`config.mk`:
```
export PLATFORM = sky130hd
export DESIGN_NAME = tiro_aliado
export DESIGN_NICKNAME = d
export VERILOG_FILES = /design/src/rtl/tiro_aliado.sv
export SDC_FILE = /design/constraint.sdc
export NUM_CORES = 1
export LEC_CHECK = 0
export ABC_CLOCK_PERIOD_IN_PS = 2900
export BUFFER_PORTS_ARGS = -buffer_cell sky130_fd_sc_hd__buf_4
export CORE_ASPECT_RATIO = 1.25
export CORE_MARGIN = 3
export CORE_UTILIZATION = 45
export CTS_CLUSTER_DIAMETER = 150
export DETAILED_ROUTE_END_ITERATION = 12
export PLACE_DENSITY = 0.68
export SLEW_MARGIN = 30
export SYNTH_ARGS = -nofsm -noshare
export SYNTH_HDL_FRONTEND = slang
export SYNTH_SLANG_ARGS = --single-unit
```
`constraint.sdc`:
```
create_clock -name CLOCK_50 -period 2.9 [get_ports CLOCK_50]
set_input_delay 0 -clock CLOCK_50 [delete_from_list [all_inputs] [get_ports CLOCK_50]]
set_output_delay 0 -clock CLOCK_50 [all_outputs]
set_load 0.02 [all_outputs]
```
`src/rtl/tiro_aliado.sv`:
```
// Friendly-ball shot controller: launches from the ship, climbs each frame,
// scores on an enemy overlap, then cools down before the next shot.
module tiro_aliado #(
  parameter int VELOCIDADE      = 4,
  parameter int RAIO            = 3,
  parameter int RECARGA_QUADROS = 8
) (
  input  logic       CLOCK_50,
  input  logic       reset,
  input  logic       tick_frame,
  input  logic       ativo,
  input  logic       perdeu,
  input  logic       disparo,
  input  logic [9:0] x_nave,
  input  logic [9:0] y_nave,
  input  logic [9:0] x_inimigo,
  input  logic [9:0] y_inimigo,
  output logic [9:0] x_bola_aliada,
  output logic [9:0] y_bola_aliada,
  output logic [9:0] raio_bola_aliada,
  output logic       bola_ativa,
  output logic       acerto,
  output logic [7:0] pontos
);

  typedef enum logic [1:0] {
    OCIOSO,
    VOANDO,
    ACERTO,
    RECARGA
  } estado_t;

  localparam logic [10:0] OFS_Y  = 11'd35;
  localparam logic [10:0] VEL11  = 11'(VELOCIDADE);
  localparam logic [10:0] RAIO11 = 11'(RAIO);
  localparam logic [9:0]  PASSO  = 10'(VELOCIDADE);
  localparam logic [9:0]  RAIO10 = 10'(RAIO);
  localparam logic [7:0]  CARGA  = 8'(RECARGA_QUADROS);

  estado_t estado;
  estado_t prox;

  logic       disparo_q;
  logic [7:0] recarga;

  logic tiro;
  logic parar;
  logic acertou;
  logic topo;
  logic fim_recarga;

  logic [10:0] bx;
  logic [10:0] by;
  logic [10:0] ix_lo;
  logic [10:0] ix_hi;
  logic [10:0] iy_lo;
  logic [10:0] iy_hi;
  logic [10:0] lx;
  logic [10:0] ly;

  logic [9:0] x_d;
  logic [9:0] y_d;
  logic [9:0] raio_d;
  logic       bola_d;
  logic       acerto_d;
  logic [7:0] pontos_d;
  logic [7:0] recarga_d;

  assign tiro  = disparo & ~disparo_q;
  assign parar = ~ativo | perdeu;

  // All coordinate sums are 11 bits so an enemy near 1023 cannot wrap.
  assign bx    = {1'b0, x_bola_aliada};
  assign by    = {1'b0, y_bola_aliada};
  assign ix_lo = {1'b0, x_inimigo} + 11'd144;
  assign ix_hi = {1'b0, x_inimigo} + 11'd177;
  assign iy_lo = {1'b0, y_inimigo} + 11'd35;
  assign iy_hi = {1'b0, y_inimigo} + 11'd59;
  assign lx    = {1'b0, x_nave} + 11'd166;
  assign ly    = {1'b0, y_nave} + OFS_Y - RAIO11;

  assign acertou = (bx >= ix_lo) && (bx <= ix_hi)
                && (by >= iy_lo) && (by <= iy_hi);
  assign topo    = by < (OFS_Y + VEL11);

  // Leaving on the tick that counts the last frame gives exactly N ticks.
  assign fim_recarga = recarga <= 8'd1;

  always_ff @(posedge CLOCK_50 or posedge reset) begin
    if (reset) begin
      estado <= OCIOSO;
    end else begin
      estado <= prox;
    end
  end

  always_comb begin
    prox = estado;
    if (parar) begin
      prox = OCIOSO;
    end else begin
      case (estado)
        OCIOSO: begin
          if (tiro) prox = VOANDO;
        end
        VOANDO: begin
          if (tick_frame) begin
            if (acertou)   prox = ACERTO;
            else if (topo) prox = RECARGA;
          end
        end
        ACERTO: begin
          prox = RECARGA;
        end
        RECARGA: begin
          if (tick_frame && fim_recarga) prox = OCIOSO;
        end
      endcase
    end
  end

  always_comb begin
    bola_d    = (prox == VOANDO);
    raio_d    = bola_d ? RAIO10 : 10'd0;
    acerto_d  = (prox == ACERTO);
    pontos_d  = pontos;
    x_d       = x_bola_aliada;
    y_d       = y_bola_aliada;
    recarga_d = recarga;
    if (acerto_d && pontos != 8'hFF) begin
      pontos_d = pontos + 8'd1;
    end
    if (parar) begin
      recarga_d = 8'd0;
    end else begin
      if (estado == OCIOSO && tiro) begin
        x_d = lx[9:0];
        y_d = ly[9:0];
      end else if (estado == VOANDO && tick_frame
                   && !acertou && !topo) begin
        y_d = y_bola_aliada - PASSO;
      end
      if (estado != RECARGA && prox == RECARGA) begin
        recarga_d = CARGA;
      end else if (estado == RECARGA && tick_frame
                   && recarga != 8'd0) begin
        recarga_d = recarga - 8'd1;
      end
    end
  end

  always_ff @(posedge CLOCK_50 or posedge reset) begin
    if (reset) begin
      disparo_q        <= 1'b0;
      recarga          <= 8'd0;
      x_bola_aliada    <= 10'd0;
      y_bola_aliada    <= 10'd0;
      raio_bola_aliada <= 10'd0;
      bola_ativa       <= 1'b0;
      acerto           <= 1'b0;
      pontos           <= 8'd0;
    end else begin
      disparo_q        <= disparo;
      recarga          <= recarga_d;
      x_bola_aliada    <= x_d;
      y_bola_aliada    <= y_d;
      raio_bola_aliada <= raio_d;
      bola_ativa       <= bola_d;
      acerto           <= acerto_d;
      pontos           <= pontos_d;
    end
  end

endmodule

```
==> impl_metrics.env <==
export IMPL_fin_area_um2=4632
export IMPL_yosysUniqueCellTypes=62
export IMPL_relSlewSlack_pct=57.60
export IMPL_netlist_area_um2=3760
export IMPL_clk_latency_ns=0.30
export IMPL_final_nets=607
export IMPL_met2_usage_pct=34.21
export IMPL_yosysSeqAreaShare_pct=27.29
export IMPL_num_fill_cells=748
export IMPL_synth_warnings=0
export IMPL_synth_xor_area_share_pct=11.18
export IMPL_drt_iter0_drc=172
export IMPL_grt_pass1_vias=3386
export IMPL_cp_cell_sequence="buf_4, ha_1, nand3_1, o21ai_2, a21oi_1, xor2_1, ha_1, a21o_1, a211oi_1, o221ai_1, o211ai_2, nand4_1, buf_4, nor3_1, mux2_2"
export IMPL_clock_path_buffers=2
export IMPL_wire_per_inst_um=14.92
export IMPL_status="finished clean"
export IMPL_num_vias=3402
export IMPL_port_buffer_count=77
export IMPL_drive_above_1_share_pct=23.44
export IMPL_syn_avg_cell_area_um2=8.973
export IMPL_hold_viol_final=0
export IMPL_dieArea_um2=9495
export IMPL_use_met3_pct=4.192
export IMPL_globalRouteOverflowTotal=0
export IMPL_worst_pin_slew_ns=0.6272
export IMPL_fmax_mhz=372.7
export IMPL_area_delta_synth_final_pct=23.19
export IMPL_synth_edf_count=0
export IMPL_dp_cells=593
export IMPL_skew_ns=0.006327
export IMPL_period_minus_slack_ns=2.683
export IMPL_num_rows=36
export IMPL_syn_inst=419
export IMPL_clock_root_buffer="clkbuf_8"
export IMPL_crit_buf_inv=2
export IMPL_crit_fanout=8
export IMPL_max_vdd_ir_drop_uv=277.2
export IMPL_routed_wl_mm=9.057
export IMPL_synthAdderAreaFrac_pct=16.31
export IMPL_fin_tns_setup_ns=0
export IMPL_synth_simple_area_share_pct=18.27
export IMPL_ys_async_sr_fraction_pct=100.0
export IMPL_grt_pass1_wl_mm=15.32
export IMPL_pre_cts_slack_ns=-0.1761
export IMPL_htreeDepth=2
export IMPL_crit_family="compound AO/OA/AOI/OAI gates"
export IMPL_cts_tree="yes"
export IMPL_synth_mux_area_share_pct=1.764
export IMPL_ant_nets=0
export IMPL_ys_ff_latch=41
export IMPL_postPlaceCellArea_um2=4468
export IMPL_die_w_um=87.76
export IMPL_via_per_inst=5.605
export IMPL_critPathKind="in2reg"
export IMPL_final_max_slew_violation_count=0
export IMPL_utilization_pct=58.10
export IMPL_pin_count=86
export IMPL_hold_path_class="in2reg"
export IMPL_crit_required_ns=3.08
export IMPL_post_route_period_util_pct=92.53
export IMPL_synth_compound_area_share_pct=19.10
export IMPL_worst_setup_path_start_kind="input port"
export IMPL_antenna_found_initial=0
export IMPL_p_per_area_nw_per_um2=424.0
export IMPL_slowest_stage="mux2_2"
export IMPL_critPathMaxStageDelay_ns=0.37
export IMPL_grt_busiest_layer="met2"
export IMPL_antenna_cells=0
export IMPL_die_height_um=108.2
export IMPL_grt_use_total_pct=19.99
export IMPL_drc_errors=0
export IMPL_synth_flop_cell="dfrtp_1"
export IMPL_cts_made_buffers=5
export IMPL_start_util_pct=47.16
export IMPL_setup_ws_ns=0.2167
export IMPL_first_pass_iters=4
export IMPL_synth_top_family_by_area="compound AO/OA/AOI/OAI gates"
export IMPL_cts_sinks=41
export IMPL_core_area_um2=7973
export IMPL_critPathCaptureType="flip-flop"
export IMPL_fin_cells=607
export IMPL_gp_congestion=0.8691
export IMPL_setup_viol=0
export IMPL_grt_max_degree=42
export IMPL_hpwl_mm=7.221
export IMPL_clkTransAtPathRegs_ns=0.08
export IMPL_p_leak_nw=2.252
export IMPL_met1_usage_pct=24.46
export IMPL_rsz0062_at_grt="no"
export IMPL_drv_cap=0
export IMPL_cp_arrival_ns=2.87
[where the power goes]
part / total, mW / switching, mW / internal, mW / leakage (nW)
clock network: 0.387 / 0.198 / 0.189 / 0.0443
registers: 0.729 / 0.0993 / 0.629 / 0.545
logic: 0.848 / 0.453 / 0.395 / 1.66
[worst reg2reg max path, cell delays in order (launching register included)]
cell	delay, ns
dfrtp_1	0.43
ha_1	0.35
nor2b_1	0.14
a221oi_1	0.31
o221ai_1	0.20
o211ai_2	0.10
nand4_1	0.10
buf_4	0.19
nor3_1	0.27
mux2_2	0.37
[registers in the layout (all words and copies together), names as in the netlist]
name,count
recarga,8
estado,2
x_bola_aliada,10
disparo_q,1
y_bola_aliada,10
acerto,1
raio_bola_aliada,1
pontos,8
[kinds of logic (layout without fill, tap and decap cells)]
logic type,Yosys count,in the layout
buffers and inverters,47,133
other,1,8
AOI/OAI and AO/OA,101,101
muxes,6,6
xor gates and xnor gates,48,48
adders and majority gates,49,49
DFF,41,41
and+or+nand+nor,126,126
[cells in the final DEF (no fill, tap or decap), drive strengths merged, types with 12 or more instances in the layout]
master  synthesis  routed
nor3           12      12
nand2          31      31
o21ai          19      19
a21oi          27      27
xnor2          17      17
buf            14      91
inv            28      28
dfrtp          41      41
xor2           31      31
ha             49      49
nor2           21      21
a211oi         12      12
nand3          20      20
[per-stage QoR]
stage	hold WS, ns	power [mW]
CTS	0.008137	1.985
global placement	0.1207	1.554
floorplan	0.03143	1.270
global route	0.03118	2.115
detailed placement	0.1216	1.584
finish	0.009996	1.964
[final cells by class]
type | instances | area (um2) | share of cell area [%]
multi-input cells | 338 | 2542 | 54.89
flip-flops and latches | 41 | 1026 | 22.15
repair buffers | 98 | 753.2 | 16.26
well taps | 95 | 118.9 | 2.566
inverters | 28 | 105.1 | 2.269
clock buffers | 7 | 86.33 | 1.864
[repair_timing]
| action | in CTS | in global routing |
|---|---|---|
| setup endpoints to repair | 0 | 17 |
| hold endpoints to repair | 47 | 0 |
| buffers inserted | 0 | 0 |
| resized for setup | 0 | 1 |
| hold buffers | 7 | 0 |
[synthesized netlist by cell type, types with 2 or more instances]
| cell type | count | area, um2 |
|---|---|---|
| ha_1 | 49 | 613.1 |
| dfrtp_1 | 41 | 1026 |
| nand2_1 | 31 | 116.4 |
| xor2_1 | 31 | 271.5 |
| inv_1 | 28 | 105.1 |
| a21oi_1 | 25 | 125.1 |
| nor2_1 | 21 | 78.83 |
| nand3_1 | 18 | 90.09 |
| o21ai_0 | 17 | 85.08 |
| xnor2_1 | 17 | 148.9 |
| a211oi_1 | 11 | 82.58 |
| nor3_1 | 11 | 55.05 |
| buf_4 | 10 | 75.07 |
| nand2b_1 | 10 | 62.56 |
| and3_1 | 6 | 37.54 |
| nand4_1 | 6 | 37.54 |
| a311oi_1 | 5 | 43.79 |
| clkbuf_1 | 5 | 18.77 |
| mux2_2 | 5 | 56.30 |
| o22ai_1 | 5 | 31.28 |
| a21o_1 | 4 | 30.03 |
| nor4_2 | 4 | 50.05 |
| o211ai_1 | 4 | 30.03 |
| o21a_1 | 4 | 30.03 |
| a211o_1 | 3 | 26.28 |
| buf_2 | 3 | 15.01 |
| nor2b_1 | 3 | 18.77 |
| nor3b_1 | 3 | 22.52 |
| a21oi_2 | 2 | 17.52 |
| nand3_2 | 2 | 20.02 |
| nor4b_1 | 2 | 17.52 |
| o221ai_1 | 2 | 17.52 |
| or3_1 | 2 | 12.51 |
[layer usage]
| layer | share of wire, % | up-vias |
|---|---|---|
| met1 | 43 | 1596 |
| met5 | 0 | - |
| met3 | 5.4 | 25 |
| li1 | - | 1686 |
| met4 | 2.5 | 0 |
| met2 | 49 | 95 |
[path summary, 6_finish.rpt]
kind                                                 to  depth (start not counted)  slack [ns]                         start
min in group asynchronous         pontos[6]$_DFFE_PP0P_                          4        0.39                         reset
max in group asynchronous        recarga[3]$_DFFE_PP0P_                          4        2.16                         reset
hold / removal             x_bola_aliada[9]$_DFFE_PP0P_                          3        0.01                     x_nave[9]
setup reg to reg                  pontos[1]$_DFFE_PP0P_                          9        0.32  x_bola_aliada[2]$_DFFE_PP0P_
setup / recovery                  pontos[1]$_DFFE_PP0P_                         15        0.22                  x_inimigo[0]
hold reg to reg                   pontos[4]$_DFFE_PP0P_                          1        0.50         pontos[4]$_DFFE_PP0P_
(Power assumes the default switching activity.)
